--- config.mk ---
export PLATFORM = sky130hd
export DESIGN_NAME = microwave_power_ctrl_flat
export DESIGN_NICKNAME = d
export VERILOG_FILES = /design/src/rtl/microwave_power_ctrl_if.sv /design/src/rtl/microwave_power_ctrl.sv /design/src/flat_wrapper.sv
export SDC_FILE = /design/constraint.sdc
export NUM_CORES = 1
export LEC_CHECK = 0
export CAP_MARGIN = 5
export CELL_PAD_IN_SITES_DETAIL_PLACEMENT = 2
export CELL_PAD_IN_SITES_GLOBAL_PLACEMENT = 2
export CORE_MARGIN = 5
export CORE_UTILIZATION = 36
export CTS_CLUSTER_DIAMETER = 120
export DETAILED_ROUTE_END_ITERATION = 10
export GPL_TIMING_DRIVEN = 0
export PLACE_DENSITY_LB_ADDON = 0.08
export SLEW_MARGIN = 15
export SYNTH_ARGS = -nofsm -noshare
export SYNTH_HDL_FRONTEND = slang
export SYNTH_SLANG_ARGS = --single-unit
--- constraint.sdc ---
create_clock -name clk -period 3 [get_ports clk]
set_clock_uncertainty 0.05 [all_clocks]
set_input_delay 0.45 -clock clk [delete_from_list [all_inputs] [get_ports clk]]
set_output_delay 0.45 -clock clk [all_outputs]
set_load 0.03 [all_outputs]
--- src/rtl/microwave_power_ctrl_if.sv ---
// Panel/timer-side signal bundle for the microwave cook sequencer.
// The master modport is the panel/timer side; the slave modport is the controller.
interface microwave_power_ctrl_if;
  logic [9:0] keypad;
  logic       pwr_setn;
  logic       startn;
  logic       stopn;
  logic       door_closed;
  logic       timer_zero;
  logic       tick_1hz;
  logic       timer_clr;
  logic       mag_on;
  logic       beep;
  logic [3:0] power_level;
  logic [2:0] state;

  modport master (
    output keypad, pwr_setn, startn, stopn, door_closed, timer_zero,
    input  tick_1hz, timer_clr, mag_on, beep, power_level, state
  );

  modport slave (
    input  keypad, pwr_setn, startn, stopn, door_closed, timer_zero,
    output tick_1hz, timer_clr, mag_on, beep, power_level, state
  );
endinterface

--- src/rtl/microwave_power_ctrl.sv ---
// Cook sequencer: IDLE/SET_PWR/COOK/PAUSE/DONE FSM, 1 Hz tick, magnetron duty window, door interlock.
// Define DEBOUNCE_EN to add a DB_CYCLES stable-level filter behind the button synchronizers.
module microwave_power_ctrl #(
  parameter int CLK_HZ   = 100,
  parameter int WINDOW_S = 10,
`ifdef DEBOUNCE_EN
  parameter int DB_CYCLES = 4,
`endif
  parameter int BEEP_S   = 3
) (
  input logic                   clk,
  input logic                   clearn,
  microwave_power_ctrl_if.slave bus
);
  typedef enum logic [2:0] {
    IDLE = 3'd0, SET_PWR = 3'd1, COOK = 3'd2, PAUSE = 3'd3, DONE = 3'd4
  } state_e;

  localparam int PW       = $clog2(CLK_HZ);
  localparam int WW       = $clog2(WINDOW_S);
  localparam int BEEP_CYC = BEEP_S * CLK_HZ;
  localparam int BW       = $clog2(BEEP_CYC);
  localparam logic [PW-1:0] PRE_MAX  = PW'(CLK_HZ - 1);
  localparam logic [WW-1:0] WIN_MAX  = WW'(WINDOW_S - 1);
  localparam logic [BW-1:0] BEEP_MAX = BW'(BEEP_CYC - 1);

  // Button order in every vector below: {stop, start, pwr_set}
  logic [2:0] s1_q, s2_q;
  logic [2:0] press;

  always_ff @(posedge clk or negedge clearn) begin
    if (!clearn) begin
      s1_q <= 3'b111;
      s2_q <= 3'b111;
    end else begin
      s1_q <= {bus.stopn, bus.startn, bus.pwr_setn};
      s2_q <= s1_q;
    end
  end

`ifdef DEBOUNCE_EN
  localparam int DW = $clog2(DB_CYCLES);
  logic [2:0]         filt_q, filt_d;
  logic [2:0][DW-1:0] db_cnt_q, db_cnt_d;

  // The press fires on the same cycle the filtered level is accepted, so it acts 2+DB_CYCLES after the pin.
  always_comb begin
    for (int i = 0; i < 3; i++) begin
      filt_d[i]   = filt_q[i];
      db_cnt_d[i] = '0;
      press[i]    = 1'b0;
      if (s2_q[i] != filt_q[i]) begin
        if (db_cnt_q[i] == DW'(DB_CYCLES - 1)) begin
          filt_d[i] = s2_q[i];
          press[i]  = filt_q[i];
        end else begin
          db_cnt_d[i] = db_cnt_q[i] + 1'b1;
        end
      end
    end
  end

  always_ff @(posedge clk or negedge clearn) begin
    if (!clearn) begin
      filt_q   <= 3'b111;
      db_cnt_q <= '0;
    end else begin
      filt_q   <= filt_d;
      db_cnt_q <= db_cnt_d;
    end
  end
`else
  logic [2:0] s3_q;

  always_ff @(posedge clk or negedge clearn) begin
    if (!clearn) s3_q <= 3'b111;
    else         s3_q <= s2_q;
  end

  assign press = s3_q & ~s2_q;
`endif

  logic p_stop, p_start, p_pwr;
  assign p_stop  = press[2];
  assign p_start = press[1];
  assign p_pwr   = press[0];

  logic       key_one;
  logic [3:0] key_digit;

  always_comb begin
    key_one   = (bus.keypad != 10'd0) && ((bus.keypad & (bus.keypad - 10'd1)) == 10'd0);
    key_digit = 4'd10;
    for (int i = 1; i < 10; i++) begin
      if (bus.keypad[i]) key_digit = 4'(i);
    end
  end

  state_e        state_q, state_d;
  logic [3:0]    pwr_q, pwr_d;
  logic [PW-1:0] pre_q, pre_d;
  logic [WW-1:0] win_q, win_d;
  logic [BW-1:0] beep_cnt_q, beep_cnt_d;
  logic          mag_q, mag_d;
  logic          tick_q, tick_d;
  logic          clr_q, clr_d;

  always_comb begin
    state_d    = state_q;
    pwr_d      = pwr_q;
    pre_d      = pre_q;
    win_d      = win_q;
    beep_cnt_d = '0;
    tick_d     = 1'b0;
    clr_d      = 1'b0;
    mag_d      = (32'(win_q) * 32'd10) < (32'(pwr_q) * 32'(WINDOW_S));
    case (state_q)
      IDLE: begin
        if (p_stop) begin
          clr_d = 1'b1;
        end else if (p_start) begin
          if (bus.door_closed && !bus.timer_zero) begin
            state_d = COOK;
            pre_d   = '0;
            win_d   = '0;
          end
        end else if (p_pwr) begin
          state_d = SET_PWR;
        end
      end
      SET_PWR: begin
        if (p_stop) begin
          state_d = IDLE;
        end else if (key_one) begin
          pwr_d   = key_digit;
          state_d = IDLE;
        end
      end
      COOK: begin
        // Leaving COOK freezes the prescaler, so a pause never produces a partial-second tick.
        if (p_stop || !bus.door_closed) begin
          state_d = PAUSE;
        end else if (bus.timer_zero) begin
          state_d = DONE;
          pre_d   = '0;
          win_d   = '0;
        end else if (pre_q == PRE_MAX) begin
          pre_d  = '0;
          tick_d = 1'b1;
          win_d  = (win_q == WIN_MAX) ? '0 : win_q + 1'b1;
        end else begin
          pre_d = pre_q + 1'b1;
        end
      end
      PAUSE: begin
        if (p_stop) begin
          clr_d   = 1'b1;
          state_d = IDLE;
          pre_d   = '0;
          win_d   = '0;
        end else if (p_start && bus.door_closed) begin
          state_d = COOK;
        end
      end
      DONE: begin
        if (p_start || p_stop || beep_cnt_q == BEEP_MAX) begin
          state_d = IDLE;
        end else begin
          beep_cnt_d = beep_cnt_q + 1'b1;
        end
      end
      default: state_d = IDLE;
    endcase
  end

  always_ff @(posedge clk or negedge clearn) begin
    if (!clearn) begin
      state_q    <= IDLE;
      pwr_q      <= 4'd10;
      pre_q      <= '0;
      win_q      <= '0;
      beep_cnt_q <= '0;
      mag_q      <= 1'b0;
      tick_q     <= 1'b0;
      clr_q      <= 1'b0;
    end else begin
      state_q    <= state_d;
      pwr_q      <= pwr_d;
      pre_q      <= pre_d;
      win_q      <= win_d;
      beep_cnt_q <= beep_cnt_d;
      mag_q      <= mag_d;
      tick_q     <= tick_d;
      clr_q      <= clr_d;
    end
  end

  // Door gating is combinational so the magnetron drops in the same cycle the door opens.
  assign bus.mag_on      = mag_q & bus.door_closed & (state_q == COOK);
  assign bus.beep        = (state_q == DONE);
  assign bus.tick_1hz    = tick_q;
  assign bus.timer_clr   = clr_q;
  assign bus.power_level = pwr_q;
  assign bus.state       = state_q;
endmodule

--- src/flat_wrapper.sv ---
// flat-port wrapper written by rule: the top's interface ports become plain ports
module microwave_power_ctrl_flat 
#(
  parameter int CLK_HZ   = 100,
  parameter int WINDOW_S = 10,

  parameter int BEEP_S   = 3
)
  (clk, clearn, bus_keypad, bus_pwr_setn, bus_startn, bus_stopn, bus_door_closed, bus_timer_zero, bus_tick_1hz, bus_timer_clr, bus_mag_on, bus_beep, bus_power_level, bus_state);
  microwave_power_ctrl_if bus_i ();
  input logic clk;
  input logic clearn;
  input wire logic [$bits(bus_i.keypad)-1:0] bus_keypad;
  input wire logic [$bits(bus_i.pwr_setn)-1:0] bus_pwr_setn;
  input wire logic [$bits(bus_i.startn)-1:0] bus_startn;
  input wire logic [$bits(bus_i.stopn)-1:0] bus_stopn;
  input wire logic [$bits(bus_i.door_closed)-1:0] bus_door_closed;
  input wire logic [$bits(bus_i.timer_zero)-1:0] bus_timer_zero;
  output wire logic [$bits(bus_i.tick_1hz)-1:0] bus_tick_1hz;
  output wire logic [$bits(bus_i.timer_clr)-1:0] bus_timer_clr;
  output wire logic [$bits(bus_i.mag_on)-1:0] bus_mag_on;
  output wire logic [$bits(bus_i.beep)-1:0] bus_beep;
  output wire logic [$bits(bus_i.power_level)-1:0] bus_power_level;
  output wire logic [$bits(bus_i.state)-1:0] bus_state;
  assign bus_i.keypad = bus_keypad;
  assign bus_i.pwr_setn = bus_pwr_setn;
  assign bus_i.startn = bus_startn;
  assign bus_i.stopn = bus_stopn;
  assign bus_i.door_closed = bus_door_closed;
  assign bus_i.timer_zero = bus_timer_zero;
  assign bus_tick_1hz = bus_i.tick_1hz;
  assign bus_timer_clr = bus_i.timer_clr;
  assign bus_mag_on = bus_i.mag_on;
  assign bus_beep = bus_i.beep;
  assign bus_power_level = bus_i.power_level;
  assign bus_state = bus_i.state;
  microwave_power_ctrl #(.CLK_HZ(CLK_HZ), .WINDOW_S(WINDOW_S), .BEEP_S(BEEP_S)) u_core (.clk(clk), .clearn(clearn), .bus(bus_i));
endmodule
## Word level (Yosys, flattened, before mapping)

Index checks and enable logic that the tools add are counted.

| word-level totals | value |
|---|---|
| bits in registers | 39 |
| memories | 0 |
| RAM bits | 0 |
| ROM bits | 0 |
| bits in latches | 0 |

| operators by class | value |
|---|---|
| mux-type cells | 46 |
| div/mod/pow operators | 0 |
| order comparisons | 1 |
| multipliers | 2 |
| add/sub/neg operators | 4 |
| reduce and logical (&&, ||, !) cells | 17 |
| shift operators | 0 |
| equality and inequality tests | 19 |
| bitwise logic cells | 6 |

Operator list:

| kind | number |
|---|---|
| 4-bit two-way mux | 17 |
| 7-bit two-way mux | 7 |
| 3-bit two-way mux | 11 |
| 7-bit one-hot mux with 3 select lines | 1 |
| 9-bit two-way mux | 2 |
| 3-bit one-hot mux with 5 select lines | 1 |
| 4-bit by 3-bit multiplier with 7-bit output (second input constant) | 2 |
| 7-bit AND reduction | 2 |
| 4-bit one-hot mux with 3 select lines | 1 |
| 10-bit bitwise AND | 1 |
| 10-bit zero test | 1 |
| 10-bit nonzero test | 1 |
| 10-bit by 1-bit subtractor with 10-bit output (second input constant) | 1 |
| 9-bit by 1-bit adder with 9-bit output (second input constant) | 1 |
| 9-bit equality test (second input constant) | 1 |
| 3-bit by 1-bit != test with 1-bit output (second input constant) | 3 |
| 8-bit less-than comparator | 1 |
| 2-bit by 1-bit != test with 1-bit output (second input constant) | 4 |
| 7-bit by 1-bit adder with 7-bit output (second input constant) | 1 |
| 7-bit equality test (second input constant) | 1 |
| 3-bit by 2-bit equality test with 1-bit output (second input constant) | 2 |
| 1-bit two-way mux | 6 |
| 3-bit by 2-bit != test with 1-bit output (second input constant) | 2 |
| 6-bit AND reduction | 1 |
| 17 further kinds | 24 |

## Logic depth before layout (Yosys ltp)

Gate-level depths: netlist of run 1.

| logic depth | value |
|---|---|
| depth in word-level cells | 9 |
| mapped depth | 7 |

## Worst setup path before layout of run 1

No wires, ideal clock.

| timing path | value |
|---|---|
| path kind | flip-flop to flip-flop |
| start point | reg u_core.pwr_q[3], in the netlist u_core.bus.power_level[3] |
| end point | reg u_core.mag_q |
| required time | 2.826 ns |
| period minus slack after synthesis | 2.342 ns |
| slack | 0.658 ns |
| arrival time | 2.169 ns |
| cell stages (with the launch flop) | 8 |
| path through | dfstp_2 > ha_1 > ha_1 > fa_1 > inv_1 > ha_1 > nor2_1 > o31a_1 |

| between the ends | value |
|---|---|
| longest elaborated chain between the ends | 2 |

RTL lines:

| what | RTL line | RTL |
|---|---|---|
| start, declared | microwave_power_ctrl.sv:100 | `logic [3:0] pwr_q, pwr_d;` |
| start signal, assigned | microwave_power_ctrl.sv:188 | `pwr_q <= pwr_d;` |
| 4-bit by 3-bit multiplier with 7-bit output | microwave_power_ctrl.sv:116 | `mag_d = (32'(win_q) * 32'd10) < (32'(pwr_q) * 32'(WINDOW_S));` |
| 8-bit less-than comparator | microwave_power_ctrl.sv:116 |  |
| via u_core.mag_d | microwave_power_ctrl.sv:104 | `logic mag_q, mag_d;` |
| end signal, assigned | microwave_power_ctrl.sv:192 | `mag_q <= mag_d;` |
| end, declared | microwave_power_ctrl.sv:104 |  |

The timed path passes the listed nets, and every way through them passes these cells.
A chain may end at the register's enable or synchronous reset.

## Worst setup path in the final report of run 1

| timing path | value |
|---|---|
| start point | reg u_core.state_q[1], in the netlist u_core.bus.state[1] |
| end point | out bus_mag_on |

| between the ends | value |
|---|---|
| longest elaborated chain between the ends | 2 |

RTL lines:

| what | RTL line | RTL |
|---|---|---|
| start, declared | microwave_power_ctrl.sv:99 | `state_e state_q, state_d;` |
| start signal, assigned | microwave_power_ctrl.sv:187 | `state_q <= state_d;` |
| 3-bit by 2-bit equality test with 1-bit output | microwave_power_ctrl.sv:199 | `assign bus.mag_on = mag_q & bus.door_closed & (state_q == COOK);` |
| 1-bit bitwise AND | microwave_power_ctrl.sv:199 |  |
| end, declared | flat_wrapper.sv:21 | `output wire logic [$bits(bus_i.mag_on)-1:0] bus_mag_on;` |

No other way between the ends.

==> impl_metrics.ini, run 1 <==
[run_status]
status = complete, no violations

[place]
gpl.final_weighted_congestion = 0.767
hpwl_um = 5260
port_buffers = 25
dp_cells = 357

[die]
core_region_area_um2 = 6720
fp.dieArea_um2 = 8600
pin_count = 28
die_w_um = 92.7
start_util_pct = 36.7
chipHeight_um = 92.7
fp-row-count = 30

[global_routing]
grt_first_pass_wirelength_um = 11700
grt_overflow = 0
initial_antenna_violation_count = 0
grt_util_all_layers_pct = 17.0
largest_net_degree_at_the_start_of_global_routing = 25
first_global_vias = 2390

[detailed_routing]
detailed_route_wl_um = 6700
via_count = 2066
route.antenna.remaining_nets = 0
post_drt_via_cell_ratio = 5.66
detail_route.first_pass.iterations = 4
wl_per_cell_um = 18.3
drt_iter0_markers = 65
detail_route.drc_violations = 0

[final_layout]
post_route_cells_drive_above_1_share_pct = 14.4
instances_no_fill = 365
utilization_pct = 43.6
syn_to_final_growth_pct = 18.7
finalNetCount = 321
num_antenna_cells = 0

[clock_tree]
cts_root_buffer = sky130_fd_sc_hd__clkbuf_8
cts.sink_count = 39
clk_pin_slew_worst_paths_ns = 0.09
ctsResizeCount = 0
cts-root-to-sink-buffers = 2
htree_levels = 2
cts_setup_buffers = 0
clock_insertion_delay_worst_skew_ns = 0.30
tritoncts = done
cts_inserted_buffers = 5
hold_buffers = 0

[sta]
endpoints_failing_hold = 0
actual_transition_at_the_worst_max_transition_pin_ns = 0.922
finalSetupTns_ns = 0
achievable_frequency_mhz = 357
maxSlewViolCount = 0
rsz_0062_raised_after_global_routing = false
max-slew-margin-rel_pct = 38.0
finalWorstPathRequiredPeriod_ns = 2.80
fin_worst_hold_slack_ns = 0.0117
final-setup-viol-count = 0
period_share_pct = 93.4

[power_and_ir_drop]
finalPower_mw = 1.70
vdd_ir_drop_max_v = 0.000302
power.density_cell_area_nw_per_um2 = 582
power.switching_mw = 0.664
clock_network_power_share_pct = 21.4
switching_fraction_of_total_power_pct = 39.0
cellLeakagePower_nw = 1.26
cellInternalPower_mw = 1.04
pwr-share-seq_pct = 40.3
power_frac_comb_pct = 38.3

[setup_path]
start_kind = flip-flop
regToRegSetupSlack_ns = 0.61
critPathSlowestCell = sky130_fd_sc_hd__clkdlybuf4s50_1
timing.critical_path.slowest_cell_delay_ns = 0.74
number_of_cell_instances_on_the_worst_register_to_register_path = 5
timing_worst_setup_path_type = flip-flop to primary output
timing.critical_path.arrival_ns = 2.30
worstPathCellList = clkbuf_1, nand2_1, nor3_1, clkdlybuf4s50_1
cp_max_fo = 10
worst_setup_path_startpoint = u_core.bus.state[1]
reg2reg_start = u_core.s2_q[2]
critPathCaptureType = primary output
worst_r2r_endpoint = u_core.pre_q[2]
crit_required_ns = 2.50
critPathCapture = bus_mag_on

[synth]
syn_area_um2 = 2460
post-synth-top-area-cell = sky130_fd_sc_hd__dfrtp_1
synth.yosys.seq_area_share_pct = 40.2
dominantRegCellSynth = sky130_fd_sc_hd__dfrtp_1
fraction_of_registers_with_async_set_or_reset_after_synthesis_pct = 100
synthesis.yosys.warnings = 0
yosys.area.top_type_share_pct = 28.4
synth_seq_cells = 39
synthCells = 251
synth_area_leaders = sky130_fd_sc_hd__dfrtp_1 28%, sky130_fd_sc_hd__dfstp_2 12%, sky130_fd_sc_hd__ha_1 9.1%, sky130_fd_sc_hd__nor2_1 4.3%, sky130_fd_sc_hd__inv_1 2.3%
synth_common_cells = 28 x sky130_fd_sc_hd__dfrtp_1, 28 x sky130_fd_sc_hd__nor2_1, 18 x sky130_fd_sc_hd__ha_1
yosysUniqueCellTypes = 62
number_of_enable_type_register_cells_in_the_synthesized_netlist = 0
syn-num-nets = 288
syn_area_per_cell_um2 = 9.82

[flow_run]
cap_viol_max_count = 0

[hold_path]
min-delay-path-class = primary input to asynchronous set/reset pin
cell usage in the layout (no fill, tap or decap), types with 4 or more instances in the layout:
cell / count
sky130_fd_sc_hd__nor2_1: 28
sky130_fd_sc_hd__dfrtp_1: 28
sky130_fd_sc_hd__clkdlybuf4s50_1: 24
sky130_fd_sc_hd__ha_1: 18
sky130_fd_sc_hd__inv_1: 15
sky130_fd_sc_hd__nand2_1: 12
sky130_fd_sc_hd__dfstp_2: 11
sky130_fd_sc_hd__nand3_1: 10
sky130_fd_sc_hd__nor3_1: 9
sky130_fd_sc_hd__and3_1: 6
sky130_fd_sc_hd__xnor2_1: 6
sky130_fd_sc_hd__nor2b_1: 6
sky130_fd_sc_hd__o211ai_1: 6
sky130_fd_sc_hd__clkbuf_8: 5
sky130_fd_sc_hd__clkbuf_1: 4
sky130_fd_sc_hd__buf_2: 4
sky130_fd_sc_hd__nand2b_1: 4
sky130_fd_sc_hd__a21o_1: 4
sky130_fd_sc_hd__a21oi_1: 4
sky130_fd_sc_hd__a211oi_1: 4
sky130_fd_sc_hd__nor4_1: 4
sky130_fd_sc_hd__a31oi_1: 4
sky130_fd_sc_hd__o21ai_0: 4
worst max-delay path: cells and delay by family, from the launching register on:
family	cells	cell delay (ns)
buffers and inverters	2	1.10
flip-flops	1	0.37
AND/OR/NAND/NOR	2	0.54
per-layer routing:
| metal | share of wire [%] | GRT usage, % |
|---|---|---|
| met5 | 0 | 0 |
| met4 | 1.1 | 4.76 |
| met3 | 2.7 | 3.17 |
| met2 | 51 | 30.2 |
| met1 | 45 | 21.1 |
cell families after synthesis:
group,share of synthesized area (%)
and+or+nand+nor,21.3
AOI/OAI and AO/OA,17.3
DFF,40.2
buffers and inverters,4.31
adders and majority gates,11.2
xor gates and xnor gates,3.20
muxes,2.59
per-stage QoR:
step	cell area (um2)	worst slack [ns]
after floorplan	2460	0.658
after global placement	2820	0.269
after detailed placement	2840	0.173
after CTS	2930	0.204
after global routing	2930	0.0130
final	2930	0.198
worst min-delay path by stage:
stage | startpoint | to | slack, ns | depth (start not counted)
floorplan | clearn | u_core.beep_cnt_q[0] | 0.10 | 0
global placement | u_core.s1_q[1] | u_core.s2_q[1] | 0.30 | 0
detailed placement | u_core.s1_q[1] | u_core.s2_q[1] | 0.30 | 0
CTS | clearn | u_core.pre_q[3] | 0.02 | 1
global route | clearn | u_core.pre_q[3] | 0.04 | 1
finish | clearn | u_core.pre_q[3] | 0.01 | 1
power by group through the flow:
stage	clock, mW	sequential, mW	combinational [mW]
after floorplan	0	0.727	0.378
after global placement	0	0.692	0.629
after detailed placement	0	0.699	0.659
after CTS	0.382	0.690	0.665
after global routing	0.404	0.702	0.728
final	0.364	0.686	0.653
flip-flops by register name (all words and copies together) (netlist names), 3 cells and up:
| name | cells |
|---|---|
| u_core.s1_q | 3 |
| u_core.beep_cnt_q | 9 |
| u_core.win_q | 4 |
| u_core.s3_q | 3 |
| u_core.bus.state | 3 |
| u_core.pre_q | 7 |
| u_core.bus.power_level | 4 |
| u_core.s2_q | 3 |
cell type report:
| cell class | instances | area (um2) |
|---|---|---|
| Buffer | 9 | 46.3 |
| Clock buffer | 5 | 68.8 |
| Clock inverter | 3 | 20.0 |
| Fill cell | 745 | 3790 |
| Inverter | 16 | 60.1 |
| Multi-Input combinational cell | 187 | 1380 |
| Sequential cell | 39 | 990 |
| Tap cell | 80 | 100 |
| Timing Repair Buffer | 26 | 265 |
Note: power is estimated with default switching activity, not from simulation.
==> run 2: changes to the inputs <==
CORE_UTILIZATION = 40   (was 36)
DONT_BUFFER_PORTS = 1   (was not set)
==> impl_metrics.ini, run 2 (same netlist as run 1, synthesis figures left out) <==
[run_status]
status = complete, no violations

[setup_path]
timing.critical_path.arrival_ns = 2.27
start_kind = flip-flop
critPathCaptureType = primary output
crit_required_ns = 2.50
cp_max_fo = 10
timing_worst_setup_path_type = flip-flop to primary output

[place]
port_buffers = 0
hpwl_um = 4630
gpl.final_weighted_congestion = 0.739
detailedPlace.worstSlack_ns = 0.372

[sta]
finalWorstPathRequiredPeriod_ns = 2.77
max-slew-margin-rel_pct = 29.4
rsz_0062_raised_after_global_routing = false
finalSetupTns_ns = 0
period_share_pct = 92.4
final-setup-viol-count = 0
actual_transition_at_the_worst_max_transition_pin_ns = 1.05
final_critical_path_setup_slack_ns = 0.228
maxSlewViolCount = 0
endpoints_failing_hold = 0
achievable_frequency_mhz = 361

[final_layout]
largest_reg_flops = 9
num_antenna_cells = 0
syn_to_final_growth_pct = 9.54
registers.top_by_ff_count = u_core.beep_cnt_q
finalNetCount = 297
top_library_cells_by_usage_in_the_layout_fill_and_taps_aside = 28 x sky130_fd_sc_hd__nor2_1, 28 x sky130_fd_sc_hd__dfrtp_1, 18 x sky130_fd_sc_hd__ha_1
post_route_cells_drive_above_1_share_pct = 15.3
fillCellCount = 678
largestRegisters = u_core.beep_cnt_q (9), u_core.pre_q (7)

[detailed_routing]
via_count = 1980
detailed_route_wl_um = 6090
post_drt_via_cell_ratio = 5.89
route.antenna.remaining_nets = 0
wl_per_cell_um = 18.1
drt_iter0_markers = 63
detail_route.drc_violations = 0
detail_route.first_pass.iterations = 4

[clock_tree]
cts_inserted_buffers = 5
cts_root_buffer = sky130_fd_sc_hd__clkbuf_8
cts.sink_count = 39
clock_insertion_delay_worst_skew_ns = 0.30
htree_levels = 2
ctsResizeCount = 0
cts-root-to-sink-buffers = 2
tritoncts = done
clk_pin_slew_worst_paths_ns = 0.08
cts_setup_buffers = 0

[global_routing]
initial_antenna_violation_count = 0
largest_net_degree_at_the_start_of_global_routing = 40
grt_overflow = 0
grt_util_all_layers_pct = 17.6
first_global_vias = 2211
grt_first_pass_wirelength_um = 10800

[die]
core_region_area_um2 = 5960
chipHeight_um = 88.5
fp.dieArea_um2 = 7830
fp-row-count = 28
die_w_um = 88.5
start_util_pct = 41.4
pin_count = 28

[power_and_ir_drop]
vdd_ir_drop_max_v = 0.000326
power.density_cell_area_nw_per_um2 = 611
finalPower_mw = 1.65
cellLeakagePower_nw = 1.18

[flow_run]
cap_viol_max_count = 0

[hold_path]
min-delay-path-class = primary input to flip-flop
run 2: changes by cell type in the layout (fill, tap and decap cells not counted), sizes merged:
| cell | delta |
|---|---|
| clkdlybuf4s50 | -24 |
| clkinv | -1 |
| clkinvlp | -1 |
| buf | -1 |
| dlygate4sd3 | +1 |
| clkbuf | +2 |
run 2: power by group:
group	switching (mW)	internal [mW]	total, mW
Sequential	0.137	0.607	0.745
Clock	0.194	0.209	0.403
Combinational	0.298	0.204	0.502
Total	0.629	1.02	1.65
run 2: area by class of cell:
type / instances / area (um2) / share of cell area (%)
Clock buffer: 7 / 96.3 / 3.57
Buffer: 9 / 46.3 / 1.71
Clock inverter: 1 / 7.51 / 0.278
Sequential cell: 39 / 990 / 36.7
Inverter: 16 / 60.1 / 2.22
Tap cell: 75 / 93.8 / 3.48
Timing Repair Buffer: 2 / 30.0 / 1.11
Multi-Input combinational cell: 187 / 1380 / 51.0
run 2: final timing paths:
path	cells past startpoint	start	end	slack, ns
worst max-delay path	3	u_core.bus.state[1]	bus_mag_on	0.23
worst min-delay path	0	bus_pwr_setn	u_core.s1_q[0]	0.09
worst max register to register	5	u_core.bus.state[2]	u_core.bus.state[2]	0.41
worst min register to register	0	u_core.s1_q[0]	u_core.s2_q[0]	0.31
max in group asynchronous	2	clearn	u_core.s3_q[1]	2.08
min in group asynchronous	2	clearn	u_core.pre_q[5]	0.55
run 2: stage by stage:
stage	hold WS [ns]	util, %	instances	instance area [um2]
2_1_floorplan	0.104	-	251	2460
3_3_place_gp	0.106	43.0	326	2560
3_5_place_dp	0.106	43.1	326	2570
4_1_cts	0.0813	45.3	336	2700
5_1_grt	0.0710	45.3	336	2700
6_report	0.0896	45.3	336	2700
run 2: critical path, cell delays in order (launching register included):
cell                       delay, ns
sky130_fd_sc_hd__dfrtp_1        0.55
sky130_fd_sc_hd__clkbuf_1       0.37
sky130_fd_sc_hd__nand2_1        0.22
sky130_fd_sc_hd__nor3_1         0.83
run 2: per-layer routing:
metal  vias up  track usage, %  share of wire, %
met5         -               0                 0
met4         0            6.59               1.6
met3         7            4.66               4.9
met2        25            29.8                47
met1      1002            21.5                46
li1        946               -                 -
run 2: timing repair:
item / CTS / global route
hold endpoints to repair: 39 / 0
hold buffers: 2 / 0
endpoints found under the setup margin: 0 / 0
